File: src/rtl/mem_arbiter.sv
// mem_arbiter: shares the single main-memory port between the I-cache and
// D-cache miss handlers. D requests win over I requests. Fills issue one
// address per cycle for a whole block and hand returning words to the owner.
// D-cache stores go out as single-cycle write-throughs.
// Optional build macro MEM_ARB_PERF_CNT_EN adds four 16-bit saturating
// counters: completed I fills, completed D fills, D writes, and IDLE cycles
// in which both caches were requesting.
module mem_arbiter #(
    parameter int ADDR_W          = 16,
    parameter int DATA_W          = 16,
    parameter int WORDS_PER_BLOCK = 8,
    parameter int MEM_LAT         = 4,
    localparam int IDX_W          = $clog2(WORDS_PER_BLOCK)
) (
    input  logic              clk,
    input  logic              rst_n,
    input  logic              i_req,
    input  logic [ADDR_W-1:0] i_addr,
    input  logic              d_req,
    input  logic              d_we,
    input  logic [ADDR_W-1:0] d_addr,
    input  logic [DATA_W-1:0] d_wdata,
    output logic              i_grant,
    output logic              d_grant,
    output logic              i_fill_valid,
    output logic              d_fill_valid,
    output logic [DATA_W-1:0] fill_data,
    output logic [IDX_W-1:0]  fill_idx,
    output logic              i_done,
    output logic              d_done,
    output logic              mem_en,
    output logic              mem_wr,
    output logic [ADDR_W-1:0] mem_addr,
    output logic [DATA_W-1:0] mem_wdata,
    input  logic [DATA_W-1:0] mem_rdata,
    input  logic              mem_data_valid,
    output logic [2:0]        dbg_state
`ifdef MEM_ARB_PERF_CNT_EN
    ,
    output logic [15:0]       i_fill_cnt,
    output logic [15:0]       d_fill_cnt,
    output logic [15:0]       d_write_cnt,
    output logic [15:0]       contention_cnt
`endif
);

    // Handshake: a cache raises *_req and holds it (with its address/data
    // stable) until *_done pulses; *_grant is high for the whole operation
    // and dropping *_req mid-operation does not abort it.

    typedef enum logic [2:0] {
        DRAIN   = 3'd0,
        IDLE    = 3'd1,
        I_FILL  = 3'd2,
        D_FILL  = 3'd3,
        D_WRITE = 3'd4
    } state_t;

    localparam int                DRAIN_W  = (MEM_LAT > 1) ? $clog2(MEM_LAT) : 1;
    localparam int                BLK_BITS = IDX_W + 1;
    localparam logic [ADDR_W-1:0] BLK_MASK = ~ADDR_W'((1 << BLK_BITS) - 1);

    state_t              state_q, state_d;
    logic [DRAIN_W-1:0]  drain_cnt_q, drain_cnt_d;
    logic [IDX_W:0]      issue_cnt_q, issue_cnt_d;
    logic [IDX_W-1:0]    recv_cnt_q, recv_cnt_d;
    logic [ADDR_W-1:0]   base_q, base_d;

    assign dbg_state = state_q;

    // State and counter registers; reset lands in DRAIN with everything cleared.
    always_ff @(posedge clk) begin
        if (!rst_n) begin
            state_q     <= DRAIN;
            drain_cnt_q <= '0;
            issue_cnt_q <= '0;
            recv_cnt_q  <= '0;
            base_q      <= '0;
        end else begin
            state_q     <= state_d;
            drain_cnt_q <= drain_cnt_d;
            issue_cnt_q <= issue_cnt_d;
            recv_cnt_q  <= recv_cnt_d;
            base_q      <= base_d;
        end
    end

    // Next-state, counters and all port outputs, decoded from the current state.
    always_comb begin
        state_d      = state_q;
        drain_cnt_d  = drain_cnt_q;
        issue_cnt_d  = issue_cnt_q;
        recv_cnt_d   = recv_cnt_q;
        base_d       = base_q;
        i_grant      = 1'b0;
        d_grant      = 1'b0;
        i_fill_valid = 1'b0;
        d_fill_valid = 1'b0;
        fill_data    = '0;
        fill_idx     = '0;
        i_done       = 1'b0;
        d_done       = 1'b0;
        mem_en       = 1'b0;
        mem_wr       = 1'b0;
        mem_addr     = '0;
        mem_wdata    = '0;

        case (state_q)
            DRAIN: begin
                // Let any read issued before reset come back and be dropped.
                if (drain_cnt_q == DRAIN_W'(MEM_LAT - 1)) begin
                    drain_cnt_d = '0;
                    state_d     = IDLE;
                end else begin
                    drain_cnt_d = drain_cnt_q + 1'b1;
                end
            end
            IDLE: begin
                issue_cnt_d = '0;
                recv_cnt_d  = '0;
                if (d_req) begin
                    base_d  = d_addr & BLK_MASK;
                    state_d = d_we ? D_WRITE : D_FILL;
                end else if (i_req) begin
                    base_d  = i_addr & BLK_MASK;
                    state_d = I_FILL;
                end
            end
            I_FILL, D_FILL: begin
                i_grant  = (state_q == I_FILL);
                d_grant  = (state_q == D_FILL);
                fill_idx = recv_cnt_q;
                if (issue_cnt_q < (IDX_W + 1)'(WORDS_PER_BLOCK)) begin
                    mem_en      = 1'b1;
                    mem_addr    = base_q | ADDR_W'({issue_cnt_q[IDX_W-1:0], 1'b0});
                    issue_cnt_d = issue_cnt_q + 1'b1;
                end
                if (mem_data_valid) begin
                    i_fill_valid = i_grant;
                    d_fill_valid = d_grant;
                    fill_data    = mem_rdata;
                    recv_cnt_d   = recv_cnt_q + 1'b1;
                    if (recv_cnt_q == IDX_W'(WORDS_PER_BLOCK - 1)) begin
                        i_done  = i_grant;
                        d_done  = d_grant;
                        state_d = IDLE;
                    end
                end
            end
            D_WRITE: begin
                d_grant   = 1'b1;
                mem_en    = 1'b1;
                mem_wr    = 1'b1;
                mem_addr  = d_addr;
                mem_wdata = d_wdata;
                d_done    = 1'b1;
                state_d   = IDLE;
            end
            default: begin
                state_d = DRAIN;
            end
        endcase
    end

`ifdef MEM_ARB_PERF_CNT_EN
    logic [15:0] i_fill_cnt_q, i_fill_cnt_d;
    logic [15:0] d_fill_cnt_q, d_fill_cnt_d;
    logic [15:0] d_write_cnt_q, d_write_cnt_d;
    logic [15:0] contention_cnt_q, contention_cnt_d;

    assign i_fill_cnt     = i_fill_cnt_q;
    assign d_fill_cnt     = d_fill_cnt_q;
    assign d_write_cnt    = d_write_cnt_q;
    assign contention_cnt = contention_cnt_q;

    // Saturating event counts; each holds once it reaches all-ones.
    always_comb begin
        i_fill_cnt_d     = i_fill_cnt_q;
        d_fill_cnt_d     = d_fill_cnt_q;
        d_write_cnt_d    = d_write_cnt_q;
        contention_cnt_d = contention_cnt_q;
        if (i_done && i_fill_cnt_q != 16'hFFFF)
            i_fill_cnt_d = i_fill_cnt_q + 16'd1;
        if (d_done && state_q == D_FILL && d_fill_cnt_q != 16'hFFFF)
            d_fill_cnt_d = d_fill_cnt_q + 16'd1;
        if (d_done && state_q == D_WRITE && d_write_cnt_q != 16'hFFFF)
            d_write_cnt_d = d_write_cnt_q + 16'd1;
        if (state_q == IDLE && i_req && d_req && contention_cnt_q != 16'hFFFF)
            contention_cnt_d = contention_cnt_q + 16'd1;
    end

    // Counter registers, cleared by reset.
    always_ff @(posedge clk) begin
        if (!rst_n) begin
            i_fill_cnt_q     <= '0;
            d_fill_cnt_q     <= '0;
            d_write_cnt_q    <= '0;
            contention_cnt_q <= '0;
        end else begin
            i_fill_cnt_q     <= i_fill_cnt_d;
            d_fill_cnt_q     <= d_fill_cnt_d;
            d_write_cnt_q    <= d_write_cnt_d;
            contention_cnt_q <= contention_cnt_d;
        end
    end
`endif

endmodule

File: config.mk
export PLATFORM = sky130hd
export DESIGN_NAME = mem_arbiter
export DESIGN_NICKNAME = d
export VERILOG_FILES = /design/src/rtl/mem_arbiter.sv
export SDC_FILE = /design/constraint.sdc
export NUM_CORES = 1
export LEC_CHECK = 0
export CORE_MARGIN = 3
export CORE_UTILIZATION = 34
export CTS_CLUSTER_DIAMETER = 200
export DETAILED_ROUTE_END_ITERATION = 8
export HOLD_SLACK_MARGIN = 0.1
export PLACE_DENSITY_LB_ADDON = 0.25
export SLEW_MARGIN = 0
export SYNTH_ARGS = -nofsm -noshare
export SYNTH_HDL_FRONTEND = slang
export SYNTH_SLANG_ARGS = --single-unit
File: constraint.sdc
create_clock -name clk -period 2 [get_ports clk]
set_clock_uncertainty 0.1 [all_clocks]
set_input_delay 0.5 -clock clk [delete_from_list [all_inputs] [get_ports clk]]
set_output_delay 0.5 -clock clk [all_outputs]
set_load 0.01 [all_outputs]
==> metrics.txt <==
status=finished with violations; failing checks=setup timing; clk_lat worst skew=270 ps; DR DRC count=0; worst hold path depth=2; worst vdd ir=0.557 mV; share of layout cells above drive strength 1=0.405; total number of yosys warnings=0; Die Y=77.2 microns; Synth area leader=dfxtp_1; min-delay worst type=reg2reg; FF-to-FF End=base_q[7]; Vias=2106; WP data arrival=1510 ps; Final HPWL DP=4640 microns; H-tree levels=1; initial core utilization=0.358; Leakage=1.79 nW; critical hold path startpoint=recv_cnt_q[2]; Mapped Cells=196; Startpoint Class=register; WL/cell=16.6 microns; full die area=5960 sq um; Power Dens Cells=449 nW/um^2; pre-CTS WS=-575 ps; largest net degree at the start of global routing=30; worst setup margin=-108 ps; Worst path slowest cell=dfxtp_4; Syn Nets=270; Hold Path End=recv_cnt_q[2]; Tot Pwr=1.56 mW; Setup Total Neg Slack=-1410 ps; Mapped Avg Cell Area=8.80 sq um; Port Buffers=127; Cell variety after synth=38; min Tclk post-route=2110 ps; M1 WL=2650 microns; number of buffers created by CTS=3; top_reg_cell synth=dfxtp_1; Max-Slew Margin vs Limit=0.630; R2R cell count=5; number of flops mapped to enable cells by yosys=0; maximum root-to-sink buffer count=2; max-cap viol count=0; unrepaired setup endpoints after global routing=true; max layer used=met4; final number of hold-violating endpoints=0; total gr overflow=0; post-synth top area share=0.279; worst slew pin tran=555 ps; worst-path fanout max=5; gr usage total=0.224; delay of the slowest critical-path stage=370 ps; Synth async-reset ratio=0; R2R Setup Slk=240 ps; Clk pin slew, worst setup/hold paths=90 ps; Highest Clock Rate=0.474 GHz; Critical Path, Cell by Cell=buf_6, nor3b_4, buf_6, buf_12, a22o_1, buf_2; standard-cell rows=25; met2 WL=3720 microns; # diodes=0; post-layout net count=421; Setup Viol. Count Final=29; Die Width=77.2 microns; WL final=6850 microns; Vias/cell=5.10; critical path's most frequent cell=buf_6; r2r startpoint=dbg_state[1]; Core Area=4820 sq um; Pins Over Slew Limit=0; Finished Cell Area=3470 sq um; CTS tree=done; Mapped Area=1720 sq um; Detailed Route Iter0 Violations=98; DP Area=3190 sq um; CP startpoint=dbg_state[2]; Sink Count=24; Area contributors post-synth=dfxtp_1 28%, a22o_1 8.1%, mux2i_1 8.1%, and2_1 7.6%, o211a_1 7.0%; post-synthesis sequential area ratio=0.279; critical path required time=1400 ps; DR pass1 iterations=4; CP Class=reg2out; element type at the critical path end=primary output; Root Buffer=clkbuf_8; gpl congestion=0.788; metal3 WL=320 microns; period utilization=1.05; Seq cells post-synth=24; initial antenna violation count=0; Hold Buf Count CTS=0; first-pass GRT wire length=10800 microns; ANT nets after route=0; P&R area growth vs syn=101%; number of global-route vias before repair=2122; I/O Pins=132
-- worst max-delay path by stage --
stage                   endpoint  slack, ps  cells past startpoint
global placement          d_done       -540                      5
CTS                  mem_addr[1]       -140                      6
floorplan                 i_done        130                      4
global route        mem_addr[11]       -170                      6
detailed placement        i_done       -570                      5
finish              mem_addr[13]       -110                      6
-- metal layers --
metal | track usage | up-vias
met3 | 0.0364 | 11
met5 | 0 | -
li1 | - | 1020
met1 | 0.254 | 1000
met2 | 0.417 | 75
met4 | 0.0801 | 0
-- per-stage QoR --
stage          instances  hold slack, ps  utilization
5_1_grt              413             420        0.721
2_1_floorplan        196             359            -
6_report             413             394        0.721
3_3_place_gp         393             366        0.662
4_1_cts              416             393        0.684
3_5_place_dp         393             380        0.662
-- logic make-up (layout without fill, tap and decap cells) --
kind of cell               after synthesis  in the layout  synth area share
AOI/OAI and AO/OA                       44             44             0.208
xor gates and xnor gates                 1              1           0.00508
adders and majority gates                4              4            0.0290
buffers and inverters                   19            169            0.0675
DFF                                     24             24             0.279
muxes                                   14             14            0.0813
and+or+nand+nor                         90             90             0.330
-- placed cells by master (no fill, tap or decap), types with 3 or more instances in the layout --
| cell type | Yosys | layout |
|---|---|---|
| buf_2 | 5 | 29 |
| and2_4 | 0 | 8 |
| and2_1 | 21 | 13 |
| nand3_1 | 15 | 15 |
| mux2i_1 | 14 | 14 |
| o21ai_0 | 6 | 6 |
| nor3b_4 | 3 | 3 |
| nand2_1 | 10 | 10 |
| buf_6 | 1 | 38 |
| buf_4 | 5 | 18 |
| a22o_1 | 16 | 16 |
| o211a_1 | 12 | 12 |
| nand2b_1 | 3 | 3 |
| and3_4 | 0 | 16 |
| ha_1 | 4 | 4 |
| clkbuf_8 | 1 | 3 |
| buf_12 | 0 | 5 |
| clkdlybuf4s50_1 | 0 | 64 |
| nor2_1 | 7 | 5 |
| o22ai_1 | 3 | 3 |
| dfxtp_1 | 24 | 21 |
-- worst max-delay path: cells and delay by family, from the launching register on --
family / cells / cell delay (ps)
AO/OA/AOI/OAI: 1 / 130
buffers and inverters: 4 / 520
flip-flops: 1 / 370
AND/OR/NAND/NOR: 1 / 220
-- what timing repair did --
item                                    CTS  global route
pin swaps                                21            13
endpoints found under the setup margin   62            58
buffers inserted                         15             2
cloned                                    4             1
gates resized for setup                 260            64
-- Yosys cell counts, drive strengths merged, types with 4 or more instances --
cell,number
and3,18
buf,11
dfxtp,24
clkbuf,7
and2,21
nand2,10
mux2i,14
ha,4
o211a,12
nor2,8
o21ai,6
nand3,15
a22o,16
-- where the power goes --
part	total (mW)	internal [mW]	switching (mW)
Clock	0.437	0.268	0.168
Combinational	0.543	0.314	0.229
Sequential	0.581	0.541	0.0400
-- layout make-up --
class / instances / area [sq um]
timing repair buffer: 164 / 1580
clock buffer: 3 / 41.3
tap: 67 / 83.8
multi-input combinational: 153 / 1240
fill: 375 / 1340
inverter: 1 / 3.75
sequential: 24 / 489
clock inverter: 1 / 30.0
-- flip-flops by register name, indices dropped and copies added (netlist names) --
| signal | count |
|---|---|
| base_q | 12 |
| issue_cnt_q | 4 |
| dbg_state | 3 |
| recv_cnt_q | 3 |
| drain_cnt_q | 2 |
No activity file was read; power rests on OpenSTA's default activity.
